<file path="src/rtl/ccff_loader_pkg.sv">
// Shared types and pass-geometry helpers for the CCFF chain loader.
package ccff_loader_pkg;

    typedef enum logic [1:0] {
        IDLE   = 2'd0,
        LOAD   = 2'd1,
        VERIFY = 2'd2,
        DONE   = 2'd3
    } state_e;

    // Bitstream words needed to cover one full pass of the chain.
    function automatic int unsigned words_per_pass(input int unsigned chain_len,
                                                   input int unsigned data_w);
        return (chain_len + data_w - 1) / data_w;
    endfunction

    // Bits actually used from the final word of a pass.
    function automatic int unsigned last_word_bits(input int unsigned chain_len,
                                                   input int unsigned data_w);
        int unsigned rem;
        rem = chain_len % data_w;
        return (rem == 0) ? data_w : rem;
    endfunction

endpackage

</file>
<file path="src/rtl/ccff_chain_loader_if.sv">
// Bitstream word handshake between the configuration port and the loader.
interface ccff_chain_loader_if #(
    parameter int unsigned DATA_W = 8
);
    logic [DATA_W-1:0] cfg_data;
    logic              cfg_valid;
    logic              cfg_ready;

    modport master (output cfg_data, output cfg_valid, input cfg_ready);
    modport slave  (input cfg_data, input cfg_valid, output cfg_ready);
endinterface

</file>
<file path="src/rtl/ccff_word_serializer.sv">
// Word-to-bit serializer feeding ccff_head; truncates the last word of each pass.
module ccff_word_serializer
    import ccff_loader_pkg::*;
#(
    parameter int unsigned CHAIN_LEN = 19,
    parameter int unsigned DATA_W    = 8
) (
    input  logic                prog_clk,
    input  logic                prog_reset_n,
    ccff_chain_loader_if.slave  cfg,
    input  logic                active,
    input  logic                words_left,
    input  logic                last_word,
    input  logic                flush,
    output logic                ccff_head,
    output logic                prog_clk_en,
    output logic                word_accept_c
);

    localparam int unsigned CNT_W     = $clog2(DATA_W + 1);
    localparam int unsigned LAST_BITS = last_word_bits(CHAIN_LEN, DATA_W);
    localparam logic [DATA_W-1:0] LAST_MASK = ~({DATA_W{1'b1}} << LAST_BITS);

    logic [DATA_W-1:0] sr;
    logic [CNT_W-1:0]  sr_cnt;

    assign prog_clk_en = active && (sr_cnt != '0);
    assign ccff_head   = sr[0];

    // Refill when empty, or as the last held bit shifts out, so words stream without a bubble.
    assign cfg.cfg_ready = active && words_left &&
                           ((sr_cnt == '0) || ((sr_cnt == CNT_W'(1)) && prog_clk_en));
    assign word_accept_c = cfg.cfg_ready && cfg.cfg_valid;

    always_ff @(posedge prog_clk or negedge prog_reset_n) begin
        if (!prog_reset_n) begin
            sr     <= '0;
            sr_cnt <= '0;
        end else if (flush) begin
            sr_cnt <= '0;
        end else if (word_accept_c) begin
            sr     <= last_word ? (cfg.cfg_data & LAST_MASK) : cfg.cfg_data;
            sr_cnt <= last_word ? CNT_W'(LAST_BITS) : CNT_W'(DATA_W);
        end else if (prog_clk_en) begin
            sr     <= sr >> 1;
            sr_cnt <= sr_cnt - CNT_W'(1);
        end
    end

endmodule

</file>
<file path="src/rtl/ccff_chain_loader.sv">
// CCFF chain controller: loads a bitstream pass and optionally verifies it on a second pass.
module ccff_chain_loader
    import ccff_loader_pkg::*;
#(
    parameter int unsigned CHAIN_LEN = 19,
    parameter int unsigned DATA_W    = 8,
    parameter int unsigned IDX_W     = $clog2(CHAIN_LEN)
) (
    input  logic                prog_clk,
    input  logic                prog_reset_n,
    input  logic                start,
    input  logic                verify,
    input  logic                abort,
    ccff_chain_loader_if.slave  cfg,
    output logic                ccff_head,
    input  logic                ccff_tail,
    output logic                prog_clk_en,
    output logic                busy,
    output logic                done,
    output logic                error,
    output logic [IDX_W-1:0]    first_err_idx
);

    localparam int unsigned WORDS = words_per_pass(CHAIN_LEN, DATA_W);
    localparam int unsigned WC_W  = $clog2(WORDS + 1);

    state_e            state;
    state_e            state_nxt;
    logic              verify_q;
    logic [IDX_W-1:0]  shift_cnt;
    logic [WC_W-1:0]   word_cnt;
    logic              active_c;
    logic              start_ok_c;
    logic              pass_end_c;
    logic              word_accept_c;

    assign active_c   = (state == LOAD) || (state == VERIFY);
    assign start_ok_c = start && !abort && (state == IDLE);
    assign pass_end_c = prog_clk_en && (shift_cnt == IDX_W'(CHAIN_LEN - 1));

    ccff_word_serializer #(
        .CHAIN_LEN (CHAIN_LEN),
        .DATA_W    (DATA_W)
    ) u_ser (
        .prog_clk      (prog_clk),
        .prog_reset_n  (prog_reset_n),
        .cfg           (cfg),
        .active        (active_c),
        .words_left    (word_cnt != '0),
        .last_word     (word_cnt == WC_W'(1)),
        .flush         (abort),
        .ccff_head     (ccff_head),
        .prog_clk_en   (prog_clk_en),
        .word_accept_c (word_accept_c)
    );

    always_ff @(posedge prog_clk or negedge prog_reset_n) begin
        if (!prog_reset_n) begin
            state <= IDLE;
            busy  <= 1'b0;
            done  <= 1'b0;
        end else begin
            state <= state_nxt;
            busy  <= (state_nxt != IDLE);
            done  <= (state_nxt == DONE);
        end
    end

    always_comb begin
        state_nxt = state;
        if (abort) begin
            state_nxt = IDLE;
        end else begin
            case (state)
                IDLE:    if (start) state_nxt = LOAD;
                LOAD:    if (pass_end_c) state_nxt = verify_q ? VERIFY : DONE;
                VERIFY:  if (pass_end_c) state_nxt = DONE;
                DONE:    state_nxt = IDLE;
                default: state_nxt = IDLE;
            endcase
        end
    end

    // Per-pass shift position and words still to fetch; both rearm for the read-back pass.
    always_ff @(posedge prog_clk or negedge prog_reset_n) begin
        if (!prog_reset_n) begin
            shift_cnt <= '0;
            word_cnt  <= '0;
            verify_q  <= 1'b0;
        end else if (abort) begin
            shift_cnt <= '0;
            word_cnt  <= '0;
        end else if (start_ok_c) begin
            shift_cnt <= '0;
            word_cnt  <= WC_W'(WORDS);
            verify_q  <= verify;
        end else begin
            if (prog_clk_en) begin
                shift_cnt <= pass_end_c ? '0 : shift_cnt + IDX_W'(1);
            end
            if (pass_end_c && (state == LOAD) && verify_q) begin
                word_cnt <= WC_W'(WORDS);
            end else if (word_accept_c) begin
                word_cnt <= word_cnt - WC_W'(1);
            end
        end
    end

    // The tail shows pass-1 bit k while pass-2 bit k is on the head.
    always_ff @(posedge prog_clk or negedge prog_reset_n) begin
        if (!prog_reset_n) begin
            error         <= 1'b0;
            first_err_idx <= '0;
        end else if (start_ok_c) begin
            error         <= 1'b0;
            first_err_idx <= '0;
        end else if (!abort && (state == VERIFY) && prog_clk_en && !error &&
                     (ccff_tail != ccff_head)) begin
            error         <= 1'b1;
            first_err_idx <= shift_cnt;
        end
    end

endmodule

</file>
<file path="src/flat_wrapper.sv">
// flat-port wrapper written by rule: the top's interface ports become plain ports
module ccff_chain_loader_flat import ccff_loader_pkg::*;
#(
    parameter int unsigned CHAIN_LEN = 19,
    parameter int unsigned DATA_W    = 8,
    parameter int unsigned IDX_W     = $clog2(CHAIN_LEN)
)
  (prog_clk, prog_reset_n, start, verify, abort, ccff_head, ccff_tail, prog_clk_en, busy, done, error, first_err_idx, cfg_cfg_data, cfg_cfg_valid, cfg_cfg_ready);
  ccff_chain_loader_if #(.DATA_W(DATA_W)) cfg_i ();
  input  logic prog_clk;
  input  logic prog_reset_n;
  input  logic start;
  input  logic verify;
  input  logic abort;
  output logic ccff_head;
  input  logic ccff_tail;
  output logic prog_clk_en;
  output logic busy;
  output logic done;
  output logic error;
  output logic [IDX_W-1:0] first_err_idx;
  input wire logic [$bits(cfg_i.cfg_data)-1:0] cfg_cfg_data;
  input wire logic [$bits(cfg_i.cfg_valid)-1:0] cfg_cfg_valid;
  output wire logic [$bits(cfg_i.cfg_ready)-1:0] cfg_cfg_ready;
  assign cfg_i.cfg_data = cfg_cfg_data;
  assign cfg_i.cfg_valid = cfg_cfg_valid;
  assign cfg_cfg_ready = cfg_i.cfg_ready;
  ccff_chain_loader #(.CHAIN_LEN(CHAIN_LEN), .DATA_W(DATA_W), .IDX_W(IDX_W)) u_core (.prog_clk(prog_clk), .prog_reset_n(prog_reset_n), .start(start), .verify(verify), .abort(abort), .cfg(cfg_i), .ccff_head(ccff_head), .ccff_tail(ccff_tail), .prog_clk_en(prog_clk_en), .busy(busy), .done(done), .error(error), .first_err_idx(first_err_idx));
endmodule
</file>
<file path="config.mk">
export PLATFORM = sky130hd
export DESIGN_NAME = ccff_chain_loader_flat
export DESIGN_NICKNAME = d
export VERILOG_FILES = /design/src/rtl/ccff_loader_pkg.sv /design/src/rtl/ccff_chain_loader_if.sv /design/src/rtl/ccff_word_serializer.sv /design/src/rtl/ccff_chain_loader.sv /design/src/flat_wrapper.sv
export SDC_FILE = /design/constraint.sdc
export NUM_CORES = 1
export LEC_CHECK = 0
export ABC_AREA = 0
export BUFFER_PORTS_ARGS = -buffer_cell sky130_fd_sc_hd__buf_2
export CORE_ASPECT_RATIO = 1.75
export CORE_UTILIZATION = 47
export CTS_BUF_LIST = sky130_fd_sc_hd__clkbuf_8
export CTS_CLUSTER_SIZE = 8
export DETAILED_ROUTE_END_ITERATION = 12
export GPL_TIMING_DRIVEN = 1
export HOLD_SLACK_MARGIN = 0.03
export PLACE_DENSITY = 0.68
export SLEW_MARGIN = 40
export SYNTH_ARGS = -nofsm -noshare
export SYNTH_HDL_FRONTEND = slang
export SYNTH_SLANG_ARGS = --single-unit
</file>
<file path="constraint.sdc">
create_clock -name prog_clk -period 2.4 [get_ports prog_clk]
set_input_delay 0.6 -clock prog_clk [delete_from_list [all_inputs] [get_ports prog_clk]]
set_output_delay 0.6 -clock prog_clk [all_outputs]
set_load 0.02 [all_outputs]
</file>
# Yosys cells after proc, flatten, opt, wreduce, memory -nomap -nowiden

Cells that the tools add are included.

Input bits: 15
ROM bits: 0
Memories: 0
Memory bits (writable): 0
Bits in registers: 30
Bits in latches: 0

Equality and inequality tests: 8
Bitwise logic cells: 1
$add $sub $neg: 3
Mux-type cells: 25
Multiply operators: 0
Reductions and logical operators: 30
$lt $le $gt $ge: 0
Divide/modulo/power cells: 0
Shift-type cells: 0

Operators by type and width:

| kind                                                               | count |
|---|---|
| 5-bit two-way mux                                                  | 6 |
| 8-bit two-way mux                                                  | 3 |
| 2-bit two-way mux                                                  | 8 |
| 4-bit two-way mux                                                  | 4 |
| 1-bit logical AND                                                  | 14 |
| 2-bit one-hot mux with 4 select lines                              | 1 |
| 2-bit nonzero test                                                 | 4 |
| 4-bit nonzero test                                                 | 2 |
| 2-bit == test, second input constant                               | 3 |
| 3-bit nonzero test                                                 | 2 |
| 5-bit by 1-bit adder with 5-bit output, second input constant      | 1 |
| 5-bit == test, second input constant                               | 1 |
| 2-bit by 1-bit == test with 1-bit output, second input constant    | 2 |
| 4-bit by 1-bit == test with 1-bit output, second input constant    | 1 |
| 4-bit zero test                                                    | 1 |
| 2-bit AND reduction                                                | 2 |
| 4-bit by 1-bit subtractor with 4-bit output, second input constant | 1 |
| 1-bit two-way mux                                                  | 3 |
| 1-bit zero test                                                    | 2 |
| 2-bit zero test                                                    | 1 |
| 1-bit logical OR                                                   | 2 |
| 2-bit by 1-bit subtractor with 2-bit output, second input constant | 1 |
| 1-bit inequality test                                              | 1 |
| 1-bit NOT                                                          | 1 |

# Longest topological paths before layout

Word-level depth: 11
Gate-level depth with buffers: 7
Depth with buffers taken out: 7

# Modules after synthesis

From an unflattened synthesis, not the netlist that was laid out.

Cell total of the unflattened synthesis: 163
Area total of the unflattened synthesis: 1750.4 µm²

Modules (own cells, without submodules):

| module               | times used | cells an instance | seq. area each (µm²) | area each (µm²) |
|---|---|---|---|---|
| ccff_chain_loader    | 1          | 99                | 450.4                | 967.2 |
| ccff_word_serializer | 1          | 64                | 300.3                | 783.3 |

# Worst setup path after synthesis

OpenSTA, ideal clock, no wires.

Path kind: reg2out
Start: register u_core.state[0]
End: output cfg_cfg_ready
Arrival time: 1.591 ns
Required time: 1.800 ns
Path slack: 0.209 ns
Cell stages (with the launch flop): 5
Path through: dfrtp_1 -> inv_1 -> ha_1 -> or4b_4 -> nor2_1

Cells in the longest elaborated chain, start to end: 6
Elaborated cells on any way between the ends: 8

RTL lines:

| element                                                                   | RTL line                   | source |
|---|---|---|
| start, declared                                                           | ccff_chain_loader.sv:27    | `state_e state;` |
| start signal, assigned                                                    | ccff_chain_loader.sv:63    | `state <= state_nxt;` |
| 2-bit by 1-bit == test with 1-bit output or 2-bit == test (tied branches) | ccff_chain_loader.sv:37    | `assign active_c = (state == LOAD) \|\| (state == VERIFY);` |
| 1-bit logical OR *                                                        | ccff_chain_loader.sv:37    |  |
| 1-bit logical AND                                                         | ccff_word_serializer.sv:27 | `assign prog_clk_en = active && (sr_cnt != '0);` |
| 1-bit logical AND                                                         | ccff_word_serializer.sv:32 | `((sr_cnt == '0) \|\| ((sr_cnt == CNT_W'(1)) && prog_clk_en));` |
| 1-bit logical OR                                                          | ccff_word_serializer.sv:32 |  |
| 1-bit logical AND *                                                       | ccff_word_serializer.sv:31 | `assign cfg.cfg_ready = active && words_left &&` |
| end, declared                                                             | flat_wrapper.sv:24         | `output wire logic [$bits(cfg_i.cfg_ready)-1:0] cfg_cfg_ready;` |

Every way passes the cells marked *; elsewhere a longest branch is shown, timed or not.

# Worst setup path in the final report

Start: register u_core.state[1]
End: output cfg_cfg_ready

The elaborated chain is that of the path after synthesis.

==> run metrics <==
largest net degree at the start of global routing 31; Cell Pwr Density around 1100 nW/um^2; max_slew headroom 0.561; Ports 26; maximum vdd drop 0.812 mV; ant diodes 0; fmax 424 MHz; CP Data Required Time 1.80 ns; switching share of power 0.409; YS warnings 0; first-pass GRT wire length 6.30 mm; Metal-1 WL 1.38 mm; first-iteration detailed-routing DRC count 18; Die Y 80.8 microns; max cap viols 0; share of total power in sequential cells 0.331; slowest CP cell or4b_4; DRT Pass-1 Iters 4; startpoint types register; Fin Setup TNS 0 ns; syn_nets 189; Crit Path Class register to primary output; period utilisation layout 0.983; ys flop type dfrtp_1; antenna viol nets, final 0; RePlAce Congestion 0.877; CP peak stage delay 0.47 ns; fin area 2030 sq um; post-route DRC violation count 0; Tot GR Track Use 0.237; Hold Path Class input pin to asynchronous set/reset pin; wire per inst 15.3 microns; switching power 937 uW; area of the core 3400 sq um; Post-DP HPWL 2.86 mm; clock sinks 30; Clock Skew 0.00591 ns; Initial Util 0.490; Clock transition at path regs about 0.060 ns; Slew Limit Fails 0; CTS Root Cell clkbuf_8; Slew @ Worst Pin approximately 0.66 ns; share of Yosys cell area claimed by the top area cell type 0.450; Clk pwr share 0.179; Area Growth Syn to Fin 21.5%; fin crit period around 2.4 ns; CTS buffer count 5; EDFF count, synth 0; vias in the first global route 1489; H-tree levels 2; P_int approximately 1.4 mW; I/O Buffers 25; Final Util 0.596; number of synthesized register bits 30; wirelength, routed 3.81 mm; Crit. End Element primary output; DIE AREA ~3800 sq um; DP Area 1880 sq um; std cell rows 28; Top Metal Used met4; Fin. Hold Viols 0; chip width ~47 microns; setup violators final 0; Mean Syn Cell Area 10.2 sq um; commonest non-fill, non-tap cells in the layout dfrtp_1 (30), buf_2 (24), nor2_1 (17); Worst-Skew Late Latency 0.28 ns; total grt overflow 0; combinational share of power 0.490; Yosys top cell by area dfrtp_1; layout cells sized above 1 0.299; Vias 1396; initial antenna violation count 0; crit path max fanout 4; status finished, final reports clean; Detail Route met3 WL around 150 microns; post-synthesis async set-or-reset flop share 1.00; Post-Syn Area 1670 sq um; critical-path cell list inv_2, ha_4, or4b_4, nor2_2, buf_4; Longest Clk Path Bufs 2; Layout Nets around 230; Post-Syn Instances 163; total leakage power about 0.94 nW; WL met2 2.10 mm; distinct cell type count after synthesis 41; Area contributors post-synth dfrtp_1 (45%), ha_1 (8.3%), nor2_1 (4.1%); DR vias/cell 5.61; CTS tree done; sequential cell area fraction in the yosys report 0.450; most common cell after layout, fill and taps aside dfrtp_1; WP data arrival about 1.8 ns
[worst max-delay path, delay by kind of cell, from the launching register on]
family,cells,cell delay [ns]
buffers and inverters,2,0.23
DFF,1,0.39
adders and majority gates,1,0.26
and+or+nand+nor,2,0.61
[metrics by stage]
| stage | setup slack, ns | hold WS, ns | std cells | total power [mW] |
|---|---|---|---|---|
| 2_1_floorplan | 0.209 | 0.304 | 163 | 1.47 |
| 3_3_place_gp | 0.292 | 0.483 | 238 | 1.76 |
| 3_5_place_dp | 0.223 | 0.492 | 238 | 1.80 |
| 4_1_cts | 0.0158 | 0.368 | 248 | 2.26 |
| 5_1_grt | -0.0382 | 0.405 | 249 | 2.45 |
| 6_report | 0.0419 | 0.347 | 249 | 2.29 |
[synth_stat cells (2+ instances only)]
cell type,number
or3_1,3
inv_1,11
a31oi_1,5
a21oi_1,8
a311oi_1,2
mux2_2,2
nor2_1,18
nand3b_1,3
nor3b_1,2
o21a_1,2
ha_1,11
xor2_1,2
nor3_1,6
mux2i_1,4
buf_6,2
xnor2_1,3
dfrtp_1,30
a21oi_2,3
a22o_1,5
nor2b_1,2
o21ai_0,6
nand2_1,8
or4b_4,2
nand3_1,6
[cells by family (layout without fill, tap and decap cells)]
kind of cell               count (synthesis)  in the layout  synth area share
AOI/OAI and AO/OA                         39             39             0.173
xor gates and xnor gates                   5              5            0.0263
and+or+nand+nor                           57             57             0.187
muxes                                      6              6            0.0375
adders and majority gates                 11             11            0.0826
buffers and inverters                     15             56            0.0428
DFF                                       30             30             0.450
[flip-flops by register name, summed over array words and instances (netlist names)]
register              flops
u_core.done               1
u_core.u_ser.sr           8
u_core.first_err_idx      5
u_core.state              2
u_core.shift_cnt          5
u_core.busy               1
u_core.verify_q           1
u_core.error              1
u_core.u_ser.sr_cnt       4
u_core.word_cnt           2
[final timing paths]
check / end / cells past startpoint / slack, ns / startpoint
worst min register to register: u_core.first_err_idx[2] / 1 / 0.50 / u_core.first_err_idx[2]
max in group asynchronous: u_core.state[1] / 1 / 1.63 / prog_reset_n
worst max register to register: u_core.u_ser.sr[6] / 8 / 0.16 / u_core.state[1]
min in group prog_clk: u_core.first_err_idx[2] / 1 / 0.50 / u_core.first_err_idx[2]
worst min-delay path: u_core.u_ser.sr_cnt[2] / 1 / 0.35 / prog_reset_n
worst max-delay path: cfg_cfg_ready / 5 / 0.04 / u_core.state[1]
[timing repair]
item                                    in CTS  in global routing
hold endpoints to repair                     0                  0
endpoints found under the setup margin       2                  2
gates resized for setup                      3                  6
hold buffers                                 0                  0
buffers inserted                             2                  1
[cell type report]
| cell class | count | area [sq um] |
|---|---|---|
| Clock inverter | 2 | 8.76 |
| Timing Repair Buffer | 36 | 210 |
| Multi-Input combinational cell | 118 | 872 |
| Sequential cell | 30 | 751 |
| Tap cell | 45 | 56.3 |
| Clock buffer | 6 | 82.6 |
| Fill cell | 310 | 1370 |
| Inverter | 12 | 45.0 |
[power by group through the flow]
stage	clock (mW)	combinational (mW)	sequential (mW)
3_3_place_gp	0	1.00	0.753
4_1_cts	0.418	1.09	0.753
3_5_place_dp	0	1.03	0.765
2_1_floorplan	0	0.720	0.755
6_report	0.409	1.12	0.759
5_1_grt	0.441	1.23	0.775
[per-layer routing]
metal  track usage  vias to the layer above
met3        0.0622                       18
met1         0.229                      668
met4         0.154                        0
met2         0.413                       47
li1              -                      663
met5             0                        -
Note: power is estimated with default switching activity, not from simulation.
